`src/rtl/uart_rx.sv`:
```
// uart_rx: 16x oversampling UART receiver, DBIT data bits, SB_TICK stop ticks.
// Optional parity stage and par_err port when UART_RX_PARITY_EN is defined.
module uart_rx #(
   parameter int DBIT       = 8,
   parameter int SB_TICK    = 16,
   parameter int PARITY_ODD = 0
) (
   input  logic       clk,
   input  logic       rst_n,
   input  logic       s_tick,
   input  logic       rx,
   output logic [7:0] dout,
   output logic       rx_done_tick,
   output logic       frame_err,
   output logic       busy
`ifdef UART_RX_PARITY_EN
   ,
   output logic       par_err
`endif
);

   // Parameter legality is checked once, at elaboration.
   if (DBIT < 5 || DBIT > 8 || SB_TICK < 1 || SB_TICK > 16 ||
       PARITY_ODD < 0 || PARITY_ODD > 1) begin : g_bad_param
      $error("uart_rx: illegal parameter value");
   end

   typedef enum logic [2:0] {
      ST_IDLE,
      ST_START,
      ST_DATA,
      ST_PAR,
      ST_STOP,
      ST_BRK
   } state_t;

   localparam logic [3:0] LP_MID   = 4'd7;
   localparam logic [3:0] LP_LAST  = 4'd15;
   localparam logic [3:0] LP_STOP  = 4'(SB_TICK - 1);
   localparam logic [2:0] LP_NLAST = 3'(DBIT - 1);

   state_t          r_state;
   logic [3:0]      r_s;
   logic [2:0]      r_n;
   logic [DBIT-1:0] r_b;
   logic            r_rx_meta;
   logic            r_rx_s;
   logic [7:0]      r_dout;
   logic            r_done;
   logic            r_ferr;

`ifdef UART_RX_PARITY_EN
   localparam logic LP_PAR_ODD = 1'(PARITY_ODD);
   logic            r_par;
   logic            r_perr;
   logic            w_par_bad;

   assign w_par_bad = ((^r_b) ^ r_par) != LP_PAR_ODD;
   assign par_err   = r_perr;
`endif

   assign dout         = r_dout;
   assign rx_done_tick = r_done;
   assign frame_err    = r_ferr;
   assign busy         = (r_state != ST_IDLE);

   // Two-flop synchroniser for the asynchronous rx pin.
   always_ff @(posedge clk or negedge rst_n) begin
      if (!rst_n) begin
         r_rx_meta <= 1'b1;
         r_rx_s    <= 1'b1;
      end else begin
         r_rx_meta <= rx;
         r_rx_s    <= r_rx_meta;
      end
   end

   // Frame state machine with registered byte, flags and done strobe.
   always_ff @(posedge clk or negedge rst_n) begin
      if (!rst_n) begin
         r_state <= ST_IDLE;
         r_s     <= '0;
         r_n     <= '0;
         r_b     <= '0;
         r_dout  <= '0;
         r_done  <= 1'b0;
         r_ferr  <= 1'b0;
`ifdef UART_RX_PARITY_EN
         r_par   <= 1'b0;
         r_perr  <= 1'b0;
`endif
      end else begin
         r_done <= 1'b0;
         unique case (r_state)
            ST_IDLE: begin
               if (!r_rx_s) begin
                  r_state <= ST_START;
                  r_s     <= '0;
               end
            end
            ST_START: begin
               if (s_tick) begin
                  if (r_s == LP_MID) begin
                     if (!r_rx_s) begin
                        r_state <= ST_DATA;
                        r_s     <= '0;
                        r_n     <= '0;
                     end else begin
                        r_state <= ST_IDLE;
                     end
                  end else begin
                     r_s <= r_s + 4'd1;
                  end
               end
            end
            ST_DATA: begin
               if (s_tick) begin
                  if (r_s == LP_LAST) begin
                     r_b <= {r_rx_s, r_b[DBIT-1:1]};
                     r_s <= '0;
                     if (r_n == LP_NLAST) begin
`ifdef UART_RX_PARITY_EN
                        r_state <= ST_PAR;
`else
                        r_state <= ST_STOP;
`endif
                     end else begin
                        r_n <= r_n + 3'd1;
                     end
                  end else begin
                     r_s <= r_s + 4'd1;
                  end
               end
            end
            ST_PAR: begin
`ifdef UART_RX_PARITY_EN
               if (s_tick) begin
                  if (r_s == LP_LAST) begin
                     r_par   <= r_rx_s;
                     r_s     <= '0;
                     r_state <= ST_STOP;
                  end else begin
                     r_s <= r_s + 4'd1;
                  end
               end
`else
               r_state <= ST_IDLE;
`endif
            end
            ST_STOP: begin
               if (s_tick) begin
                  if (r_s == LP_STOP) begin
                     r_dout <= 8'(r_b);
                     r_ferr <= ~r_rx_s;
                     r_done <= 1'b1;
`ifdef UART_RX_PARITY_EN
                     r_perr <= w_par_bad;
`endif
                     r_state <= r_rx_s ? ST_IDLE : ST_BRK;
                  end else begin
                     r_s <= r_s + 4'd1;
                  end
               end
            end
            ST_BRK: begin
               if (r_rx_s) begin
                  r_state <= ST_IDLE;
               end
            end
            default: begin
               r_state <= ST_IDLE;
            end
         endcase
      end
   end

endmodule
```
`config.mk`:
```
export PLATFORM = sky130hd
export DESIGN_NAME = uart_rx
export DESIGN_NICKNAME = d
export VERILOG_FILES = /design/src/rtl/uart_rx.sv
export SDC_FILE = /design/constraint.sdc
export NUM_CORES = 1
export LEC_CHECK = 0
export CAP_MARGIN = 20
export CORE_ASPECT_RATIO = 1.2
export CORE_MARGIN = 1.5
export CORE_UTILIZATION = 55
export CTS_CLUSTER_DIAMETER = 200
export DETAILED_ROUTE_END_ITERATION = 7
export MAX_ROUTING_LAYER = met4
export PLACE_DENSITY = 0.77
export SYNTH_ARGS = -nofsm -noshare
export SYNTH_HDL_FRONTEND = slang
export SYNTH_SLANG_ARGS = --single-unit
```
`constraint.sdc`:
```
create_clock -name clk -period 2.1 [get_ports clk]
set_input_delay 0.42 -clock clk [delete_from_list [all_inputs] [get_ports clk]]
set_output_delay 0.42 -clock clk [all_outputs]
set_load 0.005 [all_outputs]
```
==> results.ini <==
[yosys]
synth.yosys.warnings=0
synth-xor-area-share=0.0176
synthDominantCellAreaShare=0.468
yosys_most_used_dff=dfrtp_1
synthSimpleGateAreaFrac=0.138
syn_area_um2=1500
ys_top_cells_by_area=dfrtp_1 (47%), mux2_2 (13%), dfstp_2 (3.5%), nand2_1 (3.3%), ha_1 (2.5%)
synth.largest_area_cell=dfrtp_1
synth_top_family_by_area=multiplexers
synthesis.nets=134
synth-seq-area-share=0.503
synthesized_flop_and_latch_total=30
synth.area.mux_share=0.163
synth_adder_area_share=0.0251
synthesis.area_per_instance_um2=11.8
cell_count_after_synthesis=127
postSynth.asyncResetShare=1.00
synth-edff-count=0
synth-compound-area-share=0.116
synth_cell_types=38

[floorplanning]
design.die.area_um2=3040
rows=20
fp.coreArea_um2=2550
fp.dieW_um=50.6
start_util=0.586
die_height_um=60.1
top_level_ports=15

[sta]
max_slew.worst_pin.slew_ns=0.443
timing_max_transition_violations_final=0
hold_viol=0
final.min_clock_period_ns=1.97
tns_ns=0
rsz0062_at_grt=no
holdWs_ns=0.358
setup_violations=0
postLayoutSetupSlackWorst_ns=0.128
timing.final.crit_share=0.939
worst_slew_margin_rel=0.704
timing.fmax_mhz=507
finalClockSkew_ns=0.0159

[outcome]
status=finished, final reports clean

[critical_path]
worst_setup_path_start_kind=flop
critical_path.n_buffers_inverters=1
critPathKind=flop to output pin
worst_path_dominant_cell_family=flip-flops
worst_setup_path_end_kind=output pin
worst_path_largest_cell_delay_ns=0.52
worst-path-max-fanout=13
slowest_stage=dfrtp_2
worst-endpoint-arrival_ns=1.55
critical_path_required_ns=1.68
reg2reg_slack_ns=0.17
worstPathCellList=nor2_4 > nand2_1 > clkdlybuf4s50_1

[global_routing]
grt_max_degree=31
grt_pass1_wl_mm=4.77
grt_pass1_vias=1061
antenna_found_initial=0
global_route.usage.total=0.221
grt-ovfl-total=0

[cells_and_area]
drive_gt1_frac=0.318
antennaDiodeCount=0
syn_to_final_growth_pct=18.3
nets=157

[placed_design]
detailedPlace.worstSlack_ns=0.0380
hpwlAfterDp_mm=1.97
place_congestion=0.913
placement.io_buffers=14

[routing]
drt_first_iter_violations=10
viasPerCell=5.57
drt_drc_violations_left=0
route.detailed.wl_per_inst_um=14.5
final_routed_wirelength_across_all_metal_layers_mm=2.67
detailroute.via_count=1024
drtAntennaViolNets=0
drt_first_pass_iters=4

[power_and_ir_drop]
fin_total_pwr_w=0.00158
p_per_area_nw_per_um2=894
vdd.ir_drop.worst_mv=0.624
p_leak_nw=0.812

[cts]
tritoncts_num_sinks=30
clkLatencyLatePin_ns=0.34
postCtsResizedCells=0
total_cts_buffers=5
clock_transition_at_path_regs_ns=0.10
clockRootBuffer=clkbuf_4
postCtsSetupBuffers=0
cts_tree=done
cts_htree_levels=2
clock_path_buffers=2
hold_buffers=0

[hold_path]
hold_path_class=flop to flop

[job]
max-cap-violations=0

[state kept, by name, indices dropped and copies added (netlist names)]
register and flops:
r_b 8, r_n 3, r_rx_s 1, r_s 4, rx_done_tick 1, r_state 3
frame_err 1, dout 8, r_rx_meta 1
[worst paths after layout]
path / from / end / cells after the start
min reg2reg: r_rx_meta / r_rx_s / 0
max: r_state[0] / busy / 3
max in group asynchronous: rst_n / r_rx_meta / 2
min: r_rx_meta / r_rx_s / 0
min in group asynchronous: rst_n / r_b[5] / 2
max reg2reg: r_s[0] / r_state[1] / 6
[cells by family (layout without fill, tap and decap cells)]
family                   Yosys count  after routing
AO/OA/AOI/OAI                     21             21
XOR/XNOR                           3              3
adder cells (fa/ha/maj)            3              3
buffers and inverters             11             35
flip-flops                        30             30
multiplexers                      22             22
AND/OR/NAND/NOR                   37             37
[where the power goes]
part / leakage [nW] / switching, W / internal (W) / total (W)
clock: 0.0343 / 0.000201 / 0.000161 / 0.000361
combinational: 0.381 / 0.000244 / 0.000242 / 0.000486
sequential: 0.397 / 0.0000967 / 0.000638 / 0.000735
total: 0.812 / 0.000542 / 0.00104 / 0.00158
[synthesized netlist by cell type, types with 2 or more instances]
cell,n
nand2_1,13
buf_4,3
nor2_2,2
mux2i_1,3
xor2_1,2
dfstp_2,2
inv_1,6
nor3_2,2
nor3_1,2
mux2_2,17
o21ai_0,6
a32o_1,2
nand3_1,3
buf_2,2
nor2b_1,3
dfrtp_1,28
nor2_1,6
ha_1,3
a21oi_1,2
mux2_1,2
[stage by stage]
step	area [um^2]	std cells	util
finish	1770	184	0.694
global route	1770	184	0.694
CTS	1760	184	0.690
detailed placement	1700	176	0.665
global placement	1700	176	0.665
floorplan	1500	127	-
[per-layer routing]
metal | track usage | share of wire
met2 | 0.365 | 0.53
met3 | 0.0650 | 0.040
met1 | 0.253 | 0.42
met4 | 0.0927 | 0.018
met5 | - | 0
[cell usage in the layout (no fill, tap or decap), drive strengths merged, types with 2 or more instances in the layout]
cell           count
dfrtp             28
mux2              19
clkdlybuf4s50     14
nand2             14
nor2               9
buf                7
inv                6
o21ai              6
clkbuf             6
nor3               5
nor2b              3
nand3              3
mux2i              3
ha                 3
a21oi              2
xor2               2
a32o               2
dfstp              2
a2111oi            2
[worst reg2reg max path, delay by kind of cell, from the launching register on]
| kind | cells | cell delay, ns |
|---|---|---|
| AO/OA/AOI/OAI | 2 | 0.45 |
| AND/OR/NAND/NOR | 2 | 0.37 |
| adder cells (fa/ha/maj) | 1 | 0.25 |
| flip-flops | 1 | 0.40 |
| multiplexers | 1 | 0.36 |
[cell type report]
cell class              count  area (um^2)
inverters                   6         22.5
fillers                   198          782
multi-input cells          86          693
flip-flops and latches     30          757
repair buffers             21          193
well taps                  33         41.3
clock inverters             2         12.5
clock buffers               6         51.3
Note: power is estimated with default switching activity, not from simulation.
